`config.mk`:
```
export PLATFORM = sky130hd
export DESIGN_NAME = mm_seq_ctrl_flat
export DESIGN_NICKNAME = d
export VERILOG_FILES = /design/src/rtl/mm_pkg.sv /design/src/rtl/mm_seq_ctrl_if.sv /design/src/rtl/mm_cfg_check.sv /design/src/rtl/mm_seq_ctrl.sv /design/src/flat_wrapper.sv
export SDC_FILE = /design/constraint.sdc
export NUM_CORES = 1
export LEC_CHECK = 0
export CORE_UTILIZATION = 45
export DETAILED_ROUTE_END_ITERATION = 6
export GPL_TIMING_DRIVEN = 0
export HOLD_SLACK_MARGIN = 0.03
export MAX_ROUTING_LAYER = met4
export SETUP_SLACK_MARGIN = 0.2
export SYNTH_ARGS = -nofsm -noshare
export SYNTH_HDL_FRONTEND = slang
export SYNTH_SLANG_ARGS = --single-unit
export TNS_END_PERCENT = 10
```
`constraint.sdc`:
```
create_clock -name clk -period 7.6 [get_ports clk]
set_input_delay 1.52 -clock clk [delete_from_list [all_inputs] [get_ports clk]]
set_output_delay 1.52 -clock clk [all_outputs]
set_load 0.02 [all_outputs]
```
`src/rtl/mm_pkg.sv`:
```
// Shared definitions for the matrix-multiply sequencer slice.
//   - Default array geometry and widths, and the derived constants
//     (log2 of the array sides, drain length, beat counter type) for that
//     default configuration.
//   - Sequencer state encoding shared by RTL and bench.
//   - drain_cycles(): the array fill/drain latency for any geometry.
package mm_pkg;

  localparam int N1_DEF           = 4;
  localparam int N2_DEF           = 4;
  localparam int MATRIXSIZE_W_DEF = 16;
  localparam int PIPE_LAT_DEF     = 8;

  localparam int LOG2_N1 = $clog2(N1_DEF);
  localparam int LOG2_N2 = $clog2(N2_DEF);

  // A result leaves the array N1+N2-2 cycles after its last operand enters,
  // plus whatever the PE multiply/accumulate pipeline adds.
  function automatic int drain_cycles(input int n1, input int n2, input int pipe_lat);
    return n1 + n2 + pipe_lat - 2;
  endfunction

  localparam int DRAIN_CYC = drain_cycles(N1_DEF, N2_DEF, PIPE_LAT_DEF);

  // M1*M2 beats never truncate when held at twice the dimension width.
  typedef logic [2*MATRIXSIZE_W_DEF-1:0] beat_cnt_t;

  typedef enum logic [2:0] {
    S_IDLE,
    S_CHECK,
    S_STREAM,
    S_LASTCHK,
    S_DRAIN,
    S_FLUSH,
    S_WAITWB,
    S_DONE
  } mm_state_t;

endpackage

```
`src/rtl/mm_seq_ctrl_if.sv`:
```
// Bundle of every job, generator and write-back signal seen by the
// sequencer.
//   master : host/config layer, A/B generators and write-back side
//            (drives start, M1..M3, last_addr_A/B, stall, wb_done)
//   slave  : the sequencer itself (drives busy, done, cfg_err, seq_err,
//            M2_q, M1dN1, M3dN2, gen_rst, rd_en_A/B, flush)
interface mm_seq_ctrl_if #(
  parameter int MATRIXSIZE_W = 16
) ();

  logic                    start;
  logic [MATRIXSIZE_W-1:0] M1;
  logic [MATRIXSIZE_W-1:0] M2;
  logic [MATRIXSIZE_W-1:0] M3;
  logic                    busy;
  logic                    done;
  logic                    cfg_err;
  logic                    seq_err;
  logic [MATRIXSIZE_W-1:0] M2_q;
  logic [MATRIXSIZE_W-1:0] M1dN1;
  logic [MATRIXSIZE_W-1:0] M3dN2;
  logic                    gen_rst;
  logic                    rd_en_A;
  logic                    rd_en_B;
  logic                    last_addr_A;
  logic                    last_addr_B;
  logic                    stall;
  logic                    flush;
  logic                    wb_done;

  modport master (
    output start, M1, M2, M3, last_addr_A, last_addr_B, stall, wb_done,
    input  busy, done, cfg_err, seq_err, M2_q, M1dN1, M3dN2,
           gen_rst, rd_en_A, rd_en_B, flush
  );

  modport slave (
    input  start, M1, M2, M3, last_addr_A, last_addr_B, stall, wb_done,
    output busy, done, cfg_err, seq_err, M2_q, M1dN1, M3dN2,
           gen_rst, rd_en_A, rd_en_B, flush
  );

endinterface

```
`src/rtl/mm_cfg_check.sv`:
```
// Combinational job validation for the sequencer's CHECK state.
//   m1, m2, m3  : latched job dimensions
//   cfg_ok      : all dimensions non-zero, M1 a multiple of N1, M3 a
//                 multiple of N2
//   m1_div_n1   : M1 / N1 (exact when cfg_ok)
//   m3_div_n2   : M3 / N2 (exact when cfg_ok)
// N1 and N2 are powers of two, so divisibility is a zero test on the low
// bits and division is a right shift.
module mm_cfg_check
  import mm_pkg::*;
#(
  parameter int MATRIXSIZE_W = MATRIXSIZE_W_DEF,
  parameter int SH1          = LOG2_N1,
  parameter int SH2          = LOG2_N2
) (
  input  logic [MATRIXSIZE_W-1:0] m1,
  input  logic [MATRIXSIZE_W-1:0] m2,
  input  logic [MATRIXSIZE_W-1:0] m3,
  output logic                    cfg_ok,
  output logic [MATRIXSIZE_W-1:0] m1_div_n1,
  output logic [MATRIXSIZE_W-1:0] m3_div_n2
);

  logic dims_nonzero;
  logic m1_aligned;
  logic m3_aligned;

  assign dims_nonzero = (m1 != '0) && (m2 != '0) && (m3 != '0);
  assign m1_aligned   = (m1[SH1-1:0] == '0);
  assign m3_aligned   = (m3[SH2-1:0] == '0);

  assign cfg_ok    = dims_nonzero && m1_aligned && m3_aligned;
  assign m1_div_n1 = m1 >> SH1;
  assign m3_div_n2 = m3 >> SH2;

endmodule

```
`src/rtl/mm_seq_ctrl.sv`:
```
// Sequencer for one C = A x B job on the N1 x N2 systolic array.
//   clk, rst : clock and synchronous active-high reset
//   bus      : slave side of mm_seq_ctrl_if
//     start/M1/M2/M3 in  : job request, sampled only in IDLE
//     busy               : accepted start through the done cycle
//     done / cfg_err     : one-cycle completion / rejection pulses
//     seq_err            : sticky last-flag mismatch, cleared by next start
//     M2_q/M1dN1/M3dN2   : latched geometry for the address generators
//     gen_rst            : one-cycle generator reset on job acceptance
//     rd_en_A/rd_en_B    : generator step enables while streaming
//     last_addr_A/B in   : registered last flags from the generators
//     stall in           : freezes streaming (ignored while draining)
//     flush / wb_done    : write-back kick-off pulse and its completion
// Flow: IDLE -> CHECK -> STREAM -> LASTCHK -> DRAIN -> FLUSH -> WAITWB
// -> DONE -> IDLE; a rejected job returns from CHECK straight to IDLE.
module mm_seq_ctrl
  import mm_pkg::*;
#(
  parameter int N1           = N1_DEF,
  parameter int N2           = N2_DEF,
  parameter int MATRIXSIZE_W = MATRIXSIZE_W_DEF,
  parameter int PIPE_LAT     = PIPE_LAT_DEF
) (
  input  logic          clk,
  input  logic          rst,
  mm_seq_ctrl_if.slave  bus
);

  localparam int LG_N1   = $clog2(N1);
  localparam int LG_N2   = $clog2(N2);
  localparam int DRAIN_D = drain_cycles(N1, N2, PIPE_LAT);
  localparam int DW      = $clog2(DRAIN_D);

  localparam logic [DW-1:0] DRAIN_LAST = DW'(DRAIN_D - 1);

  typedef logic [MATRIXSIZE_W-1:0]   dim_t;
  typedef logic [2*MATRIXSIZE_W-1:0] tot_t;

  mm_state_t     state_q,     state_d;
  dim_t          m1_q,        m1_d;
  dim_t          m2_q,        m2_d;
  dim_t          m3_q,        m3_d;
  dim_t          m1dn1_q,     m1dn1_d;
  dim_t          m3dn2_q,     m3dn2_d;
  tot_t          tot_q,       tot_d;
  tot_t          beat_cnt_q,  beat_cnt_d;
  logic [DW-1:0] drain_cnt_q, drain_cnt_d;
  logic          seq_err_q,   seq_err_d;

  logic cfg_ok;
  dim_t chk_m1dn1;
  dim_t chk_m3dn2;
  logic beat_en;

  mm_cfg_check #(
    .MATRIXSIZE_W (MATRIXSIZE_W),
    .SH1          (LG_N1),
    .SH2          (LG_N2)
  ) u_cfg_check (
    .m1        (m1_q),
    .m2        (m2_q),
    .m3        (m3_q),
    .cfg_ok    (cfg_ok),
    .m1_div_n1 (chk_m1dn1),
    .m3_div_n2 (chk_m3dn2)
  );

  // NOTE: state uses non-blocking assignments so every flop samples the
  // pre-edge value of every other flop, matching the hardware.
  always_ff @(posedge clk) begin
    if (rst) begin
      state_q     <= S_IDLE;
      m1_q        <= '0;
      m2_q        <= '0;
      m3_q        <= '0;
      m1dn1_q     <= '0;
      m3dn2_q     <= '0;
      tot_q       <= '0;
      beat_cnt_q  <= '0;
      drain_cnt_q <= '0;
      seq_err_q   <= 1'b0;
    end else begin
      state_q     <= state_d;
      m1_q        <= m1_d;
      m2_q        <= m2_d;
      m3_q        <= m3_d;
      m1dn1_q     <= m1dn1_d;
      m3dn2_q     <= m3dn2_d;
      tot_q       <= tot_d;
      beat_cnt_q  <= beat_cnt_d;
      drain_cnt_q <= drain_cnt_d;
      seq_err_q   <= seq_err_d;
    end
  end

  // NOTE: every signal written below gets a default first, so no path
  // through the case statement can leave one unassigned and infer a latch.
  always_comb begin
    state_d     = state_q;
    m1_d        = m1_q;
    m2_d        = m2_q;
    m3_d        = m3_q;
    m1dn1_d     = m1dn1_q;
    m3dn2_d     = m3dn2_q;
    tot_d       = tot_q;
    beat_cnt_d  = beat_cnt_q;
    drain_cnt_d = '0;
    seq_err_d   = seq_err_q;
    beat_en     = 1'b0;
    bus.cfg_err = 1'b0;
    bus.gen_rst = 1'b0;
    bus.flush   = 1'b0;
    bus.done    = 1'b0;

    case (state_q)
      S_IDLE: begin
        if (bus.start) begin
          m1_d      = bus.M1;
          m2_d      = bus.M2;
          m3_d      = bus.M3;
          seq_err_d = 1'b0;
          state_d   = S_CHECK;
        end
      end

      S_CHECK: begin
        if (!cfg_ok) begin
          bus.cfg_err = 1'b1;
          state_d     = S_IDLE;
        end else begin
          bus.gen_rst = 1'b1;
          m1dn1_d     = chk_m1dn1;
          m3dn2_d     = chk_m3dn2;
          tot_d       = tot_t'(m1_q) * tot_t'(m2_q);
          beat_cnt_d  = '0;
          state_d     = S_STREAM;
        end
      end

      S_STREAM: begin
        beat_en = !bus.stall;
        // Any last flag while beats remain means a generator ran short.
        if (bus.last_addr_A || bus.last_addr_B) seq_err_d = 1'b1;
        if (beat_en) begin
          beat_cnt_d = beat_cnt_q + 1'b1;
          if (beat_cnt_d == tot_q) state_d = S_LASTCHK;
        end
      end

      S_LASTCHK: begin
        // The generators register last one cycle after the final beat.
        if (!(bus.last_addr_A && bus.last_addr_B)) seq_err_d = 1'b1;
        state_d = S_DRAIN;
      end

      S_DRAIN: begin
        if (drain_cnt_q == DRAIN_LAST) begin
          state_d = S_FLUSH;
        end else begin
          drain_cnt_d = drain_cnt_q + 1'b1;
        end
      end

      S_FLUSH: begin
        bus.flush = 1'b1;
        state_d   = S_WAITWB;
      end

      S_WAITWB: begin
        if (bus.wb_done) state_d = S_DONE;
      end

      S_DONE: begin
        bus.done = 1'b1;
        state_d  = S_IDLE;
      end

      default: state_d = S_IDLE;
    endcase

    bus.rd_en_A = beat_en;
    bus.rd_en_B = beat_en;
  end

  assign bus.busy    = (state_q != S_IDLE);
  assign bus.seq_err = seq_err_q;
  assign bus.M2_q    = m2_q;
  assign bus.M1dN1   = m1dn1_q;
  assign bus.M3dN2   = m3dn2_q;

endmodule

```
`src/flat_wrapper.sv`:
```
// flat-port wrapper written by rule: the top's interface ports become plain ports
module mm_seq_ctrl_flat import mm_pkg::*;
#(
  parameter int N1           = N1_DEF,
  parameter int N2           = N2_DEF,
  parameter int MATRIXSIZE_W = MATRIXSIZE_W_DEF,
  parameter int PIPE_LAT     = PIPE_LAT_DEF
)
  (clk, rst, bus_start, bus_M1, bus_M2, bus_M3, bus_last_addr_A, bus_last_addr_B, bus_stall, bus_wb_done, bus_busy, bus_done, bus_cfg_err, bus_seq_err, bus_M2_q, bus_M1dN1, bus_M3dN2, bus_gen_rst, bus_rd_en_A, bus_rd_en_B, bus_flush);
  mm_seq_ctrl_if #(.MATRIXSIZE_W(MATRIXSIZE_W)) bus_i ();
  input  logic clk;
  input  logic rst;
  input wire logic [$bits(bus_i.start)-1:0] bus_start;
  input wire logic [$bits(bus_i.M1)-1:0] bus_M1;
  input wire logic [$bits(bus_i.M2)-1:0] bus_M2;
  input wire logic [$bits(bus_i.M3)-1:0] bus_M3;
  input wire logic [$bits(bus_i.last_addr_A)-1:0] bus_last_addr_A;
  input wire logic [$bits(bus_i.last_addr_B)-1:0] bus_last_addr_B;
  input wire logic [$bits(bus_i.stall)-1:0] bus_stall;
  input wire logic [$bits(bus_i.wb_done)-1:0] bus_wb_done;
  output wire logic [$bits(bus_i.busy)-1:0] bus_busy;
  output wire logic [$bits(bus_i.done)-1:0] bus_done;
  output wire logic [$bits(bus_i.cfg_err)-1:0] bus_cfg_err;
  output wire logic [$bits(bus_i.seq_err)-1:0] bus_seq_err;
  output wire logic [$bits(bus_i.M2_q)-1:0] bus_M2_q;
  output wire logic [$bits(bus_i.M1dN1)-1:0] bus_M1dN1;
  output wire logic [$bits(bus_i.M3dN2)-1:0] bus_M3dN2;
  output wire logic [$bits(bus_i.gen_rst)-1:0] bus_gen_rst;
  output wire logic [$bits(bus_i.rd_en_A)-1:0] bus_rd_en_A;
  output wire logic [$bits(bus_i.rd_en_B)-1:0] bus_rd_en_B;
  output wire logic [$bits(bus_i.flush)-1:0] bus_flush;
  assign bus_i.start = bus_start;
  assign bus_i.M1 = bus_M1;
  assign bus_i.M2 = bus_M2;
  assign bus_i.M3 = bus_M3;
  assign bus_i.last_addr_A = bus_last_addr_A;
  assign bus_i.last_addr_B = bus_last_addr_B;
  assign bus_i.stall = bus_stall;
  assign bus_i.wb_done = bus_wb_done;
  assign bus_busy = bus_i.busy;
  assign bus_done = bus_i.done;
  assign bus_cfg_err = bus_i.cfg_err;
  assign bus_seq_err = bus_i.seq_err;
  assign bus_M2_q = bus_i.M2_q;
  assign bus_M1dN1 = bus_i.M1dN1;
  assign bus_M3dN2 = bus_i.M3dN2;
  assign bus_gen_rst = bus_i.gen_rst;
  assign bus_rd_en_A = bus_i.rd_en_A;
  assign bus_rd_en_B = bus_i.rd_en_B;
  assign bus_flush = bus_i.flush;
  mm_seq_ctrl #(.N1(N1), .N2(N2), .MATRIXSIZE_W(MATRIXSIZE_W), .PIPE_LAT(PIPE_LAT)) u_core (.clk(clk), .rst(rst), .bus(bus_i));
endmodule
```
* Word level (Yosys, flattened, before mapping)
Index checks and enable logic that the tools add are counted.
Storage, ports and cells: register bits after elaboration 148, bits of input ports 55, output and inout port bits 56, logic and storage cells 74
Cells by class: add/sub/neg operators 2, multiply operators 1, equal/unequal tests 17, mux-type cells 21, bitwise operators 1, reductions and logical operators 22
Operators by type and width (count):
- 32-bit two-way mux | 2
- 32-bit one-hot mux with 2 select lines | 1
- 16-bit nonzero test | 3
- 32-bit by 1-bit adder with 32-bit output (second input constant) | 1
- 32-bit == test | 1
- 16-bit by 16-bit multiplier with 32-bit output | 1
- 3-bit one-hot mux with 8 select lines | 1
- 3-bit two-way mux | 5
- 3-bit == test (second input constant) | 4
- 1-bit two-way mux | 10
- 2-bit by 1-bit != test with 1-bit output (second input constant) | 4
- 2-bit != test (second input constant) | 4
- 3-bit by 2-bit == test with 1-bit output (second input constant) | 2
- 3-bit nonzero test | 2
- 1-bit logical AND | 5
- 5-bit AND reduction | 1
- 4-bit by 1-bit adder with 4-bit output (second input constant) | 1
- 4-bit == test (second input constant) | 1
- 2-bit logical NOT | 2
- 2-bit AND reduction | 2
- 4-bit AND reduction | 1
- 3-bit by 1-bit == test with 1-bit output (second input constant) | 1
- 3-bit logical NOT | 1
- 1-bit one-hot mux with 3 select lines | 1
- other kinds (7) | 7

* Logic depth before layout (Yosys ltp)
Gate-level depths: netlist of run 1.
word-level depth 7, gate-level depth with buffers 23, depth with buffers taken out 21

* By module
Synthesis of run 1 repeated with hierarchy kept, for this count alone.
Unflattened totals: cells, all modules 1918, area, all modules 15618.7 sq um
Modules (own cells, without submodules):
- mm_seq_ctrl | times used 1, cells an instance 1868, area an instance 15245.9 sq um, sequential area each 3042.9 sq um
- mm_cfg_check | times used 1, cells an instance 50, area an instance 372.9 sq um, sequential area each 0.0 sq um

* Worst setup path before layout of run 1
Ideal clock, no wire load.
kind register to register, start point reg u_core.m2_q[7] (netlist: u_core.bus.M2_q[7]), end point reg u_core.tot_q[29], library setup time 0.064 ns, arrival time 5.936 ns, path slack 1.600 ns, stages on the path, launching flop included 23, period minus slack after synthesis 6.000 ns, cell sequence dfxtp_1 clkbuf_1 clkbuf_1 nand2_1 fa_1 inv_1 fa_1 inv_1 fa_1 inv_1 fa_1 fa_1 inv_1 fa_1 inv_1 ha_1 o211ai_1 and2_1 nor4_2 a21oi_1 o211a_1 or3_1 nand4_1
Between the ends: cells in the longest elaborated chain, start to end 6, elaborated cells between the ends (all ways) 7, classes of those cells mul: 1; reduce/logical: 6
Ends and longest elaborated chain:
- from (decl) | RTL line mm_seq_ctrl.sv:41 | dim_t m2_q, m2_d;
- from (signal assigned) | RTL line mm_seq_ctrl.sv:85 | m2_q <= m2_d;
- branches (longest 6 deep; another with 16-bit by 16-bit multiplier with 32-bit output)
- to (signal assigned) | RTL line mm_seq_ctrl.sv:89 | tot_q <= tot_d;
- to (decl) | RTL line mm_seq_ctrl.sv:45 | tot_t tot_q, tot_d;
Parallel ways; which one is timed is not known. A chain may end at the register's enable or synchronous reset.

* Final worst setup path of run 1
start point reg u_core.m1_q[7], end point reg u_core.tot_q[31]
Between the ends: cells in the longest elaborated chain, start to end 6, elaborated cells between the ends (all ways) 7, classes of those cells mul: 1; reduce/logical: 6
Ends and longest elaborated chain:
- from (decl) | RTL line mm_seq_ctrl.sv:40 | dim_t m1_q, m1_d;
- from (signal assigned) | RTL line mm_seq_ctrl.sv:84 | m1_q <= m1_d;
- branches (longest 6 deep; another with 16-bit by 16-bit multiplier with 32-bit output)
Parallel ways; which one is timed is not known.

==> results.md, run 1 <==
Cells and area:
- The antenna diode count is 0.
- Summing all flip-flop and latch instances after layout gives 2960 um2.
- The post-route netlist has 3.66% of its cells at a drive strength greater than 1.
- The area of the multi-input gates is about 11000 um2.
- The number of filler cells placed in the layout is ~3300.
- The net count reported at finish is roughly 2300.
- Compared with the post-synthesis result, the final layout area differs by 14.9%.

Power and ir drop:
- Sequential cells account for 33.1% of the total power.
- The analysis attributes to cell leakage a power of 7.63 nW.
- The reported net switching power is ~990 uW.
- The worst vdd rail ir drop is around 0.17 mV.
- The power share of the combinational group is 30.1%.
- Of the total power, the share spent switching nets is around two fifths.
- The clock power share is a little under two fifths.
- The power density over cell area is between 100 and 150 nW/um2.
- The internal power of the cells totals about 1.6 mW.

Run status:
- The flow ran to the end, and the final reports show no timing, DRC or antenna violations.

Critical path:
- The critical path endpoint category is a register.
- The type of the worst setup path is reg -> reg.
- Data on the critical path is required at its endpoint by between 7 and 8 ns.
- For the worst flop-to-flop path, the logic depth is 21.
- The capturing point of the worst reg2reg path is u_core.tot_q[31]$_SDFFE_PP0P_.
- The startpoint type of the worst setup path is a register.
- The data arrival time at the worst-slack endpoint is 7.47 ns.
- The largest fanout of any net on the critical path is 10.
- The startpoint of the most critical register-to-register path is u_core.m1_q[7]$_SDFFE_PP0P_.
- The worst-case register-to-register setup slack is between 0.4 and 0.5 ns.

Placement:
- The number of input and output port buffers inserted is ~110.
- The HPWL reported at the end of detailed placement is about 37000 um.
- The last weighted congestion value of the routability-driven placer is a little over 0.9.

Route:
- The per-cell via count in the routed design is about 5.4.
- The total DRC errors in the routed layout is 0.
- The number of iterations in the first detailed-routing pass is 5.
- The count of nets left with antenna violations after detail routing is 0.
- The via count of the routed design is around 13000.
- The final layout contains routed wiring with a total length of 47400 um.
- The first routing iteration left between 900 and 1000 violations.
- In the final routed layout, each cell accounts on average for just under 20 um.

GRT:
- The via count of the first global-routing pass is 13215.
- The global-route track usage on met1 is between 40% and 50%.
- The met3 track demand over resource in global routing is 3.46%.
- The most heavily used metal layer in global routing is met2.
- For this run, global-route usage on met2 was measured as around 47%.
- Summed over all layers, the global routing overflow is 0.
- The number of antenna violations at the first check in global routing is 3.
- The largest net degree at the start of global routing is 18.
- Across every metal layer, demand over resource in global routing totals about 30%.
- The first global-routing pass estimated approximately 74000 um of wire.

Die:
- For this configuration, the core starts out at a cell density of 46.2%.
- The site row count is 66.
- The core area is about 33000 um2.
- Measured along the x axis, the die boundary spans roughly 190 um.
- The floorplan die area is between 30000 and 40000 um2.
- The count of pins on the block boundary is ~110.
- The y dimension of the die is ~190 um.

Timing:
- The slew at the pin closest to its max-slew limit is ~1.1 ns.
- For the final database, setup skew stands at roughly 0.017 ns.
- The number of hold-slack violations in the final timing report is 0.
- The final worst-path cycle share is between 90% and 100%.
- The minimum hold slack is about 0.45 ns.
- The final count of negative-setup-slack endpoints is 0.
- The achievable frequency is between 100 and 150 MHz.
- The final critical path time including I/O delays and setup is around 7 ns.
- The worst pin sits at a relative slew slack of roughly a quarter.
- The total negative slack is 0 ns.
- Setup repair after global routing left no endpoint under its margin.
- The final-report max-slew violation count is 0.

Clock network:
- The tree built by TritonCTS fans out to 148 sinks.
- TritonCTS built the clock tree.
- The cell at the root of the clock tree is clkbuf_16.
- At the later pin of the worst-skew pair, clock insertion delay measures between 0.4 and 0.5 ns.
- The total clock buffers created by CTS is 17.
- After clock tree synthesis, the clock-pin slew on the worst setup and hold paths is about 0.080 ns.
- The H-tree was split into 4 levels.
- The clock passes through at most 2 buffers.
- The count of hold buffers inserted by post-cts repair is 0.

Synthesis:
- The largest area contributor in the netlist is fa_1.
- The synthesis warning total is 0.
- Dividing the synthesized area by the synthesized cell count gives 8.20 um2.
- The most numerous cell in the Yosys netlist is nand2_1.
- By area, the combinational part of the netlist is dominated by adder cells.
- Sequential elements use roughly 20% of the synthesized area.
- The synthesized netlist devotes 34.4% of its cell area to adder and majority cells.
- The cell count after synthesis came out at roughly 1900.
- The most instantiated flip-flop cell in the synthesis netlist is dfxtp_1.
- By area the synthesized netlist is led by fa_1 26%, dfxtp_1 20%, nand2_1 8.8%, ha_1 8.8%, inv_1 5.7%.
- The top cell type by area accounts for roughly 26% of the synthesized area.
- The post-synth design cell area is ~15000 um2.
- Ranked by instance count, the synthesized netlist is headed by 358 x nand2_1, 230 x inv_1, 194 x fa_1.
- The synthesized design contains 0 enable-type register cells.
- The share of the synthesized netlist area taken by xor and xnor gates is around 4.7%.
- The simple-gate share of the synthesized area is 22.5%.
- In this run, distinct cell masters in the synthesized netlist total roughly 70.
- The compound-cell area share of the yosys netlist is 9.84%.
- In the synthesized netlist the async set-or-reset flop fraction comes to 0%.
- The flip-flop and latch count after synthesis is 148.
- Of the post-synthesis cell area, the part taken by muxes is less than 1%.

Worst hold path:
- The depth of the worst hold-timing path is 2.
- In this run the most critical hold path is launched from u_core.m3_q[5]$_SDFFE_PP0P_.
- The end point of the most critical hold path is u_core.bus.M3dN2[3]$_SDFFE_PP0P_.
- The worst hold path belongs to the class reg -> reg.

Job:
- Max-cap violations in this run came to 0.
flip-flops by register name, summed over array words and instances (netlist names):
name,cells
u_core.drain_cnt_q,4
u_core.bus.M2_q,16
u_core.beat_cnt_q,32
u_core.bus.M1dN1,14
u_core.bus.seq_err,1
u_core.m1_q,16
u_core.state_q,3
u_core.tot_q,32
u_core.bus.M3dN2,14
u_core.m3_q,16
power by group through the flow:
stage	sequential, mW	combinational (mW)	clock, mW
final	0.855	0.777	0.947
after detailed placement	0.872	0.768	0
after global placement	0.872	0.760	0
after CTS	0.854	0.773	0.957
after floorplan	0.866	0.467	0
after global routing	0.859	0.860	0.987
final cells by class:
| type | count | area share, % |
|---|---|---|
| Buffer | 114 | 2.92 |
| Sequential cell | 148 | 17.0 |
| Timing Repair Buffer | 105 | 6.02 |
| Clock inverter | 15 | 1.18 |
| Tap cell | 442 | 3.17 |
| Multi-Input combinational cell | 1363 | 62.4 |
| Clock buffer | 17 | 2.44 |
| Inverter | 230 | 4.95 |
routing by layer:
layer | wire (um) | vias to the layer above | share of wire, %
met2 | 22000 | 400 | 46
met3 | 2550 | 67 | 5.4
met4 | 1230 | 0 | 2.6
met5 | 0 | - | 0
met1 | 21600 | 6661 | 46
li1 | - | 6124 | -
kinds of logic after synthesis:
family | after synthesis
simple gates | 710
buf+inv | 344
fa+ha+maj | 301
compound gates | 265
flops | 148
xor+xnor | 82
other cells | 1
mux | 1
cells in the final DEF (no fill, tap or decap), types with 4 or more instances in the layout:
cell type / netlist / final
a211oi_1: 7 / 6
a21o_1: 17 / 17
a21oi_1: 157 / 157
a31oi_1: 12 / 12
and2_1: 122 / 122
and3_1: 6 / 6
buf_1: 5 / 5
buf_4: 6 / 6
clkbuf_1: 98 / 89
clkbuf_16: 0 / 17
clkbuf_2: 0 / 8
clkdlybuf4s50_1: 0 / 105
conb_1: 1 / 4
dfxtp_1: 148 / 148
fa_1: 194 / 194
ha_1: 107 / 107
inv_1: 230 / 230
inv_8: 0 / 7
nand2_1: 358 / 358
nand2b_1: 6 / 6
nand3_1: 27 / 27
nand3b_1: 8 / 8
nand4_1: 19 / 19
nor2_1: 81 / 81
nor3_1: 20 / 20
nor4_1: 18 / 18
o211ai_1: 6 / 6
o21ai_0: 40 / 40
or3_1: 10 / 10
or4_1: 8 / 8
xnor2_1: 61 / 61
xor2_1: 21 / 21
through the flow:
stage                     setup slack (ns)  util (%)  cells  instance area [um2]  power [mW]
after global routing                 0.226      53.1   2434                17500        2.71
after floorplan                       1.60         -   1855                15200        1.33
after detailed placement             0.367      51.1   2402                16800        1.64
final                                0.426      53.1   2434                17500        2.58
after global placement               0.375      51.1   2402                16800        1.63
after CTS                            0.322      53.0   2434                17400        2.58
worst max-delay path, cell delays in order, from the launching register on:
cell      delay (ns)
dfxtp_1         0.31
clkbuf_1        0.57
clkbuf_1        0.54
nand2_1         0.18
fa_1            0.57
inv_1           0.06
fa_1            0.44
fa_1            0.43
fa_1            0.50
fa_1            0.54
inv_1           0.06
fa_1            0.48
inv_1           0.04
ha_1            0.33
and2_1          0.23
a221o_1         0.30
a31oi_1         0.21
o21ai_0         0.12
a21oi_1         0.46
a211oi_1        0.18
xnor2_1         0.34
a211oi_1        0.12
how the worst max path moves through the flow:
stage                               startpoint                       endpoint  slack, ns  cells past startpoint
2_1_floorplan  u_core.bus.M2_q[7]$_SDFFE_PP0P_  u_core.tot_q[29]$_SDFFE_PP0P_       1.60                     22
3_3_place_gp      u_core.m1_q[10]$_SDFFE_PP0P_  u_core.tot_q[24]$_SDFFE_PP0P_       0.38                     19
3_5_place_dp      u_core.m1_q[10]$_SDFFE_PP0P_  u_core.tot_q[24]$_SDFFE_PP0P_       0.37                     19
4_1_cts           u_core.m1_q[10]$_SDFFE_PP0P_  u_core.tot_q[24]$_SDFFE_PP0P_       0.32                     19
5_1_grt            u_core.m1_q[7]$_SDFFE_PP0P_  u_core.tot_q[31]$_SDFFE_PP0P_       0.23                     21
6_report           u_core.m1_q[7]$_SDFFE_PP0P_  u_core.tot_q[31]$_SDFFE_PP0P_       0.43                     21
repair_timing:
action	4_1_cts	5_1_grt
setup buffers	0	0
gates resized for setup	0	19
setup endpoints to repair	0	11
Power figures use the tool's default switching activity.
==> run 2: changes to the inputs <==
--- a/config.mk
+++ b/config.mk
@@ -10,7 +10,7 @@
 export GPL_TIMING_DRIVEN = 0
 export HOLD_SLACK_MARGIN = 0.03
 export MAX_ROUTING_LAYER = met4
-export SETUP_SLACK_MARGIN = 0.2
+export PLACE_DENSITY = 0.69
 export SYNTH_ARGS = -nofsm -noshare
 export SYNTH_HDL_FRONTEND = slang
 export SYNTH_SLANG_ARGS = --single-unit
==> constraint.sdc (replaced) <==
create_clock -name clk -period 6.2 [get_ports clk]
set_input_delay 1.24 -clock clk [delete_from_list [all_inputs] [get_ports clk]]
set_output_delay 1.24 -clock clk [all_outputs]
set_load 0.02 [all_outputs]
==> results.md, run 2 (synthesized netlist as in run 1, its figures left out) <==
Route:
- The via count of the routed design is 13400 (+1.1%).
- The total wirelength of the detailed-routed design is 47100 um (-0.73%).
- The per-cell via count in the routed design was 5.54 (+1.7%).
- The count of routing violations after the opening detailed-route iteration was 1066 (+8.7%).
- The number of iterations in the first detailed-routing pass is 5 (unchanged).
- The count of nets left with antenna violations after detail routing is 0 (unchanged).
- The average detailed-routed wire length per instance was 19.5 um (-0.11%).
- The total DRC errors in the routed layout came to 0 (unchanged).

Placement:
- The number of input and output port buffers inserted is 105 (unchanged).
- The last weighted congestion value of the routability-driven placer is 0.941 (+1.4%).
- The cell area after placement is 16800 um2 (unchanged).
- The HPWL reported at the end of detailed placement is 36300 um (-1.1%).

Clock network:
- TritonCTS built the clock tree.
- The clock transition at the registers of the reported paths is 0.07 ns (about the same).
- The number of buffers on the longest clock path was 2 (unchanged).
- The number of H-tree levels was 4 (unchanged).
- The count of hold buffers inserted by post-cts repair came to 0 (unchanged).
- The source-to-sink clock delay at the later pin of the worst-skew pair is 0.44 ns (about the same).
- The cell sitting at the root of the clock tree is a clkbuf_16.
- The clock net sink count came to 148 (unchanged).
- The total clock buffers created by CTS was 17 (unchanged).

GRT:
- The total routing usage reported by global routing is 29.4% (-0.42 points).
- The met3 track demand over resource in global routing is 3.97% (+0.51 points).
- The global-route wire length before repair is 74400 um (about the same).
- The largest net degree at the start of global routing is 20 (+2).
- The remaining global-route overflow is 0 (unchanged).
- The global routing met2 resource utilization came to 47.3% (+0.13 points).
- The global-route track usage on met1 is 38.4% (-1.9 points).
- The via count of the first global-routing pass is 13750 (+4.0%).
- The number of antenna violations at the first check in global routing is 1 (-2).
- The layer flagged by global routing as most heavily used is met2.

Timing:
- The achievable frequency is 165 MHz (+18%).
- The slew at the pin closest to its max-slew limit is 1.12 ns (-0.0329 ns).
- Setup repair after global routing could not meet its margin everywhere.
- The worst clock skew is 0.0168 ns (+0.0000162 ns).
- The final critical path time including I/O delays and setup was 6.06 ns (-1.11 ns).
- The final-report max-slew violation count came to 0 (unchanged).
- The final worst-path cycle share is 97.8% (+3.4 points).
- The number of hold-slack violations in the final timing report is 0 (unchanged).
- The final count of negative-setup-slack endpoints is 0 (unchanged).
- The worst relative slew slack is 25.6% (+2.2 points).

Die:
- The y dimension of the die was 186 um (unchanged).
- The count of pins on the block boundary was 111 (unchanged).
- The site row count is 66 (unchanged).
- The floorplan die area is 34500 um2 (unchanged).
- The initial core utilization is 46.2% (unchanged).
- The width of the chip was 186 um (unchanged).
- The core area is 32900 um2 (unchanged).

Run status:
- The run finished with clean final reports.

Worst hold path:
- The path class of the tightest hold or removal check is reg -> reg.

Cells and area:
- The largest registers in the layout are u_core.beat_cnt_q x32, u_core.tot_q x32.
- The area growth from synthesis to layout is 16.9%.
- The final design area excluding fillers is 17800 um2 (+1.7%).
- The net count reported at finish is 2320 (-0.64%).
- In the layout the commonest cells are 358 x nand2_1, 230 x inv_1, 194 x fa_1.
- The proportion of layout cells with a drive suffix above 1 is 7.13% (+3.5 points).
- Leaving out fill and tap cells, the most frequent cell in the layout is nand2_1.
- The antenna diode count is 0 (unchanged).

Critical path:
- The startpoint type of the worst setup path is a register.
- The data arrival time at the worst-slack endpoint is 6.35 ns (-1.12 ns).
- The type of the worst setup path is reg -> reg.
- The largest fanout of any net on the critical path is 10 (unchanged).
- The critical path data required time is 6.48 ns (-1.42 ns).
- The critical path endpoint category is a register.

Power and ir drop:
- The post-layout total power is 3.20 mW (+24%).
- The worst vdd rail ir drop is 0.181 mV (+5.9%).
- The static leakage was 7.76 nW (+1.7%).
- The power density over cell area is 180 nW/um2 (+22%).

Job:
- The number of max-capacitance violations reported is 0 (unchanged).
## run 2: layout make-up
class	instances	area, um2
inverter	230	863
fill	3112	15100
clock inverter	15	213
sequential	148	3060
timing repair buffer	114	1120
tap	442	553
clock buffer	17	425
buffer	90	549
multi-input combinational	1363	11000
## run 2: critical path, cell delays in order, from the launching register on
cell	delay (ns)
dfxtp_2	0.53
clkbuf_4	0.35
and2_1	0.18
fa_1	0.43
fa_1	0.41
fa_1	0.52
fa_1	0.42
fa_1	0.54
inv_1	0.06
fa_1	0.47
inv_1	0.04
ha_1	0.33
and2_1	0.23
a221o_1	0.32
a31oi_2	0.19
o21ai_1	0.14
a21oi_4	0.21
a211oi_2	0.11
xnor2_1	0.29
a211oi_1	0.12
## run 2: what timing repair did
| action | CTS | global route |
|---|---|---|
| gates resized for setup | 89 | 74 |
| endpoints found under the setup margin | 19 | 13 |
| buffers inserted | 3 | 6 |
| pin swaps | 2 | 5 |
| endpoints found under the hold margin | 0 | 0 |
## run 2: metal layers
layer / up-vias / share of wire, %
li1: 6113 / -
met1: 6673 / 43
met2: 516 / 47
met3: 98 / 6.7
met4: 0 / 3.2
met5: - / 0
## run 2: power by group
group          internal [mW]  switching (mW)  total (mW)  leakage (nW)
logic                  0.353           0.573       0.926          6.24
clock network          0.656           0.513        1.17         0.307
registers              0.996           0.108        1.10          1.22
total                   2.01            1.19        3.20          7.76
## run 2: worst paths after layout
path / depth (start not counted) / slack, ns / start / end
worst min-delay path: 2 / 0.46 / u_core.bus.M1dN1[11]$_SDFFE_PP0P_ / u_core.bus.M1dN1[11]$_SDFFE_PP0P_
worst max-delay path: 19 / 0.14 / u_core.m1_q[2]$_SDFFE_PP0P_ / u_core.tot_q[31]$_SDFFE_PP0P_
worst max register to register: 19 / 0.14 / u_core.m1_q[2]$_SDFFE_PP0P_ / u_core.tot_q[31]$_SDFFE_PP0P_
worst min register to register: 2 / 0.46 / u_core.bus.M1dN1[11]$_SDFFE_PP0P_ / u_core.bus.M1dN1[11]$_SDFFE_PP0P_
## run 2: per-stage QoR
step | utilization (%) | setup WS, ns | hold slack, ns | instances | TNS, ns
finish | 54.0 | 0.136 | 0.457 | 2419 | 0
global placement | 51.1 | -0.979 | 0.445 | 2402 | -11.36
global route | 54.0 | -0.0366 | 0.474 | 2419 | -0.104
floorplan | - | 0.200 | 0.434 | 1855 | 0
CTS | 53.4 | -0.00363 | 0.460 | 2416 | -0.00363
detailed placement | 51.1 | -1.08 | 0.450 | 2402 | -13.06
